[src/rtl/common.sv]
// common: shared base types and the default reset fetch address.
package common;
  typedef logic [63:0] word_t;
  typedef logic [31:0] u32;
  localparam word_t DEFAULT_RESET_PC = 64'h8000_0000;
endpackage

[src/rtl/pipes.sv]
// pipes: fetch-stage types; FETCH_BUF2_EN selects a 2-deep output buffer, otherwise 1.
package pipes;
  import common::*;
  typedef enum logic [1:0] {FETCH, DISCARD, HOLD} fetch_state_t;
  typedef struct packed {
    word_t pc;
    u32    instr;
  } fetch_entry_t;
`ifdef FETCH_BUF2_EN
  localparam int FETCH_BUF_D = 2;
`else
  localparam int FETCH_BUF_D = 1;
`endif
endpackage

[src/rtl/fetch_buffer.sv]
// fetch_buffer: depth-parameterised FIFO with head always at slot 0.
module fetch_buffer import pipes::*; #(
  parameter int DEPTH = 1,
  localparam int CW = $clog2(DEPTH + 1)
) (
  input  logic         clk,
  input  logic         rst_n,
  input  logic         push_i,
  input  logic         pop_i,
  input  logic         flush_i,
  input  fetch_entry_t data_i,
  output fetch_entry_t head_o,
  output logic         full_o,
  output logic         empty_o,
  output logic [CW-1:0] count_o
);
  fetch_entry_t mem_q [DEPTH];
  fetch_entry_t nxt [DEPTH];
  logic [CW-1:0] count_q, count_d, wr_idx;
  for (genvar i = 0; i < DEPTH; i++) begin : g_shift
    if (i < DEPTH - 1) begin : g_mid
      assign nxt[i] = mem_q[i+1];
    end else begin : g_last
      assign nxt[i] = '0;
    end
  end
  always_comb begin
    count_d = flush_i ? '0 : count_q + CW'(push_i) - CW'(pop_i);
    wr_idx  = count_q - CW'(pop_i);
  end
  always_ff @(posedge clk or negedge rst_n) begin
    if (!rst_n) begin
      count_q <= '0;
      for (int k = 0; k < DEPTH; k++) mem_q[k] <= '0;
    end else begin
      count_q <= count_d;
      if (!flush_i)
        for (int k = 0; k < DEPTH; k++)
          if (push_i && wr_idx == CW'(k)) mem_q[k] <= data_i;
          else if (pop_i) mem_q[k] <= nxt[k];
    end
  end
  assign head_o  = mem_q[0];
  assign full_o  = count_q == CW'(DEPTH);
  assign empty_o = count_q == '0;
  assign count_o = count_q;
endmodule

[src/rtl/fetch.sv]
// fetch: instruction fetch stage with redirect/discard handling.
// Buffer depth is 2 when FETCH_BUF2_EN is defined, else 1.
module fetch import common::*, pipes::*; #(
  parameter word_t RESET_PC = DEFAULT_RESET_PC
) (
  input  logic  clk,
  input  logic  reset_n,
  output logic  ireq_valid,
  output word_t ireq_addr,
  input  logic  iresp_data_ok,
  input  u32    iresp_data,
  output logic  out_valid,
  output u32    out_instr,
  output word_t out_pc,
  input  logic  out_ready,
  input  logic  redirect_valid,
  input  word_t redirect_pc
);
  localparam int CW = $clog2(FETCH_BUF_D + 1);
  fetch_state_t state_q, state_d;
  word_t pc_q, pc_d, addr_q, addr_d;
  logic req_q, req_d, keep, push, pop, full, empty;
  logic [CW-1:0] cnt, occ_d;
  fetch_entry_t head;
  always_comb begin
    keep    = req_q && !iresp_data_ok;
    pop     = !empty && out_ready && !redirect_valid;
    push    = state_q == FETCH && req_q && iresp_data_ok && !redirect_valid && (!full || pop);
    pc_d    = redirect_valid ? redirect_pc : push ? pc_q + 64'd4 : pc_q;
    occ_d   = redirect_valid ? '0 : cnt + CW'(push) - CW'(pop);
    // An outstanding request is never abandoned: its response is awaited in DISCARD.
    state_d = (redirect_valid || state_q == DISCARD) ? (keep ? DISCARD : FETCH)
            : (occ_d == CW'(FETCH_BUF_D) ? HOLD : FETCH);
    req_d   = state_d != HOLD;
    addr_d  = keep ? addr_q : pc_d;
  end
  always_ff @(posedge clk or negedge reset_n) begin
    if (!reset_n) begin
      state_q <= FETCH;
      pc_q    <= RESET_PC;
      addr_q  <= RESET_PC;
      req_q   <= 1'b0;
    end else begin
      state_q <= state_d;
      pc_q    <= pc_d;
      addr_q  <= addr_d;
      req_q   <= req_d;
    end
  end
  fetch_buffer #(.DEPTH(FETCH_BUF_D)) u_buf (
    .clk     (clk),
    .rst_n   (reset_n),
    .push_i  (push),
    .pop_i   (pop),
    .flush_i (redirect_valid),
    .data_i  ('{pc: pc_q, instr: iresp_data}),
    .head_o  (head),
    .full_o  (full),
    .empty_o (empty),
    .count_o (cnt)
  );
  assign ireq_valid = req_q;
  assign ireq_addr  = addr_q;
  assign out_valid  = !empty;
  assign out_instr  = head.instr;
  assign out_pc     = head.pc;
endmodule

[config.mk]
export PLATFORM = sky130hd
export DESIGN_NAME = fetch
export DESIGN_NICKNAME = d
export VERILOG_FILES = /design/src/rtl/common.sv /design/src/rtl/pipes.sv /design/src/rtl/fetch_buffer.sv /design/src/rtl/fetch.sv
export SDC_FILE = /design/constraint.sdc
export NUM_CORES = 1
export LEC_CHECK = 0
export BUFFER_PORTS_ARGS = -buffer_cell sky130_fd_sc_hd__buf_2
export CORE_MARGIN = 3
export CORE_UTILIZATION = 55
export DETAILED_ROUTE_END_ITERATION = 8
export MAX_ROUTING_LAYER = met4
export PLACE_DENSITY_LB_ADDON = 0.12
export SYNTH_ARGS = -nofsm -noshare
export SYNTH_HDL_FRONTEND = slang
export SYNTH_HIERARCHICAL = 1
export SYNTH_SLANG_ARGS = --single-unit
[constraint.sdc]
create_clock -name clk -period 8.4 [get_ports clk]
set_clock_uncertainty 0.2 [all_clocks]
set_input_delay 1.26 -clock clk [delete_from_list [all_inputs] [get_ports clk]]
set_output_delay 1.26 -clock clk [all_outputs]
set_load 0.03 [all_outputs]
==> flow_metrics.tcl <==
set metrics [dict create \
    status "finished, final reports clean" \
    synth_edf_count 0 \
    hold_buffers 0 \
    ant_nets 0 \
    root_buffer "clkbuf_16" \
    postCtsResizedCells 0 \
    switching_power_mw 1.58 \
    nFillCells 1365 \
    die_w_um 141 \
    pwr-share-seq_pct 39.6 \
    drcViolationCount 0 \
    grt-busiest-layer "met2" \
    viasPerCell 5.97 \
    async_flop_share_pct 100 \
    worst_setup_path_start_kind "input port" \
    synth_common_cells "dfrtp_1 (226), a22o_1 (96), nand2_1 (65)" \
    ys_top_cells_by_area "dfrtp_1 (56%), a22o_1 (8.4%), mux2_2 (5.7%)" \
    path_buf_inv 2 \
    drt_iter0_drc 569 \
    combPwrFrac_pct 34.0 \
    wire_per_inst_um 20.3 \
    min_period_ns 4.39 \
    ys_warn_count 6 \
    synth-seq-cells 228 \
    crit_path_end "u_buf/head_o[19]" \
    flow.area_growth_from_synthesis_pct 22.4 \
    layout-drive-gt1-share_pct 34.1 \
    critPathMaxFanout 65 \
    irDropWorstVdd_mv 0.244 \
    r2r-end "u_buf/head_o[19]" \
    power_leakage_nw 5.98 \
    pwr-share-clk_pct 26.4 \
    vias 8075 \
    post_cts_buffers 0 \
    synthDominantCellAreaShare_pct 56.2 \
    synth_most_common_cell "dfrtp_1" \
    fp.coreArea_mm2 0.0176 \
    p_int_mw 2.52 \
    layoutNonFillerInstCount 1353 \
    tns_ns 0 \
    wl_um 27500 \
    io_pins 263 \
    final_nets 1208 \
    clock-sinks 228 \
    whs_ns 0.265 \
    track_usage_pct 28.1 \
    port_buffers 262 \
    gp_congestion 0.829 \
    synth.avg_cell_area_um2 11.6 \
    cap_violations 0 \
    crit_arrival_ns 4.64 \
    cts_tree "built" \
    grt_pass1_wl_um 44200 \
    final_area_mm2 0.0123 \
    crit_start "redirect_valid" \
    reg2reg_from "u_buf/count_o" \
    crit_type "input port to flop" \
    syn_inst 865 \
    ctsHtreeMaxLevel 1 \
    r2r_setup_slack_ns 4.34 \
    switching_share_pct 38.5 \
    cp_slowest_cell "buf_4" \
    critPathTopFamily "simple AND/OR/NAND/NOR gates" \
    dpl-instance-area_mm2 0.0115 \
    cts_buffer_depth 3 \
    synth_area_mm2 0.0101 \
    crit_path_frequent_cell "buf_4" \
    dpl.hpwl_um 18500 \
    crit_path_end_kind "flop" \
    antenna_found_initial 4 \
    grt_pass1_vias 8131 \
    clkTransAtPathRegs_ns 0.06 \
    cellPowerDensity_mw_per_mm2 333 \
    seq_area_frac_synth_pct 56.7 \
    crit_chain "buf_4 -> or3b_1 -> a211oi_4 -> ha_1 -> nor2b_4 -> buf_4 -> a22o_1" \
    start_util_pct 57.2 \
    final_util_pct 70.0 \
    grt_util_met2_pct 44.4 \
    cp.depth 7 \
    synth_cell_types 49 \
    rr_worst_depth 7 \
    cpPeakStageDelay_ns 0.71 \
    setup_viol 0 \
    rows 48 \
    power_mw 4.10 \
    clock_latency_ns 0.52 \
    max_slew_margin_pct 36.9 \
    grt.overflow.total 0 \
    grt_max_degree 97 \
    final.period_utilization_pct 52.3 \
    synthesis.nets 968 \
    drt_pass1_iterations 7 \
    rsz0062_at_grt "no" \
    dp_worst_setup_slack_ns 3.51 \
    critical_path_required_ns 8.65 \
    hold_path.class "flop to flop" \
    finalWorstSetupSlack_ns 4.01 \
    worst_pin_slew_ns 0.946 \
    hold_viol_final 0 \
    use_met3_pct 5.26 \
    cts-buffers-inserted 25 \
    dieArea_mm2 0.0200 \
    die_h_um 141 \
    dp_cells 1303 \
    synth_top_flop_cell "dfrtp_1" \
    report.final.slew_viol_count 0 \
    grtUsageMet1_pct 38.3 \
    synth_top_area_cell "dfrtp_1" \
    clock.fmax_ghz 0.228 \
]
layer usage:
metal	wire (um)	part of all wire, %
met5	0	0
met4	582	2.1
met3	2080	7.6
met2	13100	48
met1	11800	43
cell type report:
cell class / instances / area, um^2 / area share [%]
antenna: 4 / 10.0 / 0.0812
clock buffer: 33 / 696 / 5.65
clock inverter: 13 / 126 / 1.03
inverter: 15 / 56.3 / 0.457
multi-input combinational: 562 / 4040 / 32.8
sequential: 228 / 5710 / 46.3
tap: 225 / 282 / 2.28
timing repair buffer: 273 / 1410 / 11.4
power groups by stage:
stage	clock network, mW	logic, mW	registers, mW
6_report	1.08	1.39	1.63
5_1_grt	1.15	1.47	1.66
4_1_cts	1.10	1.40	1.62
3_5_place_dp	0	1.41	1.63
3_3_place_gp	0	1.38	1.64
2_1_floorplan	0	0.401	2.16
registers in the layout, summed over array words and instances (netlist names):
| name | count |
|---|---|
| ireq_addr | 64 |
| state_q | 2 |
| u_buf/head_o | 96 |
| pc_q | 64 |
| u_buf/count_o | 1 |
| ireq_valid | 1 |
worst min-delay path, stage by stage (launching register included):
cell	delay (ns)
dfrtp_1	0.34
nand2_1	0.05
nand2_1	0.05
logic make-up after synthesis:
kind of cell,share of synthesized area (%)
compound gates,15.0
simple gates,14.1
mux,6.20
xor+xnor,4.26
buf+inv,3.47
fa+ha+maj,0.249
flops,56.7
worst min-delay path by stage:
| stage | startpoint | end | slack [ns] | cells past startpoint |
|---|---|---|---|---|
| 2_1_floorplan | pc_q[0] | u_buf/head_o[32] | 0.27 | 1 |
| 3_3_place_gp | ireq_addr[3] | ireq_addr[3] | 0.25 | 2 |
| 3_5_place_dp | ireq_addr[3] | ireq_addr[3] | 0.25 | 2 |
| 4_1_cts | ireq_addr[3] | ireq_addr[3] | 0.27 | 2 |
| 5_1_grt | ireq_addr[3] | ireq_addr[3] | 0.30 | 2 |
| 6_report | ireq_addr[3] | ireq_addr[3] | 0.27 | 2 |
layout by cell type (no fill, tap or decap), drive strengths merged, types with 4 or more instances in the layout:
cell / n
a21oi: 14
a221o: 27
a22o: 96
and2: 6
and3: 26
and4: 7
buf: 273
clkbuf: 33
clkinv: 9
dfrtp: 226
diode: 4
inv: 17
mux2: 51
mux2i: 5
nand2: 65
nand3: 26
nand4: 24
nor2: 50
nor2b: 8
nor3: 28
nor4: 24
o21ai: 16
o31ai: 8
or4: 4
xnor2: 17
xor2: 32
(Power assumes the default switching activity.)
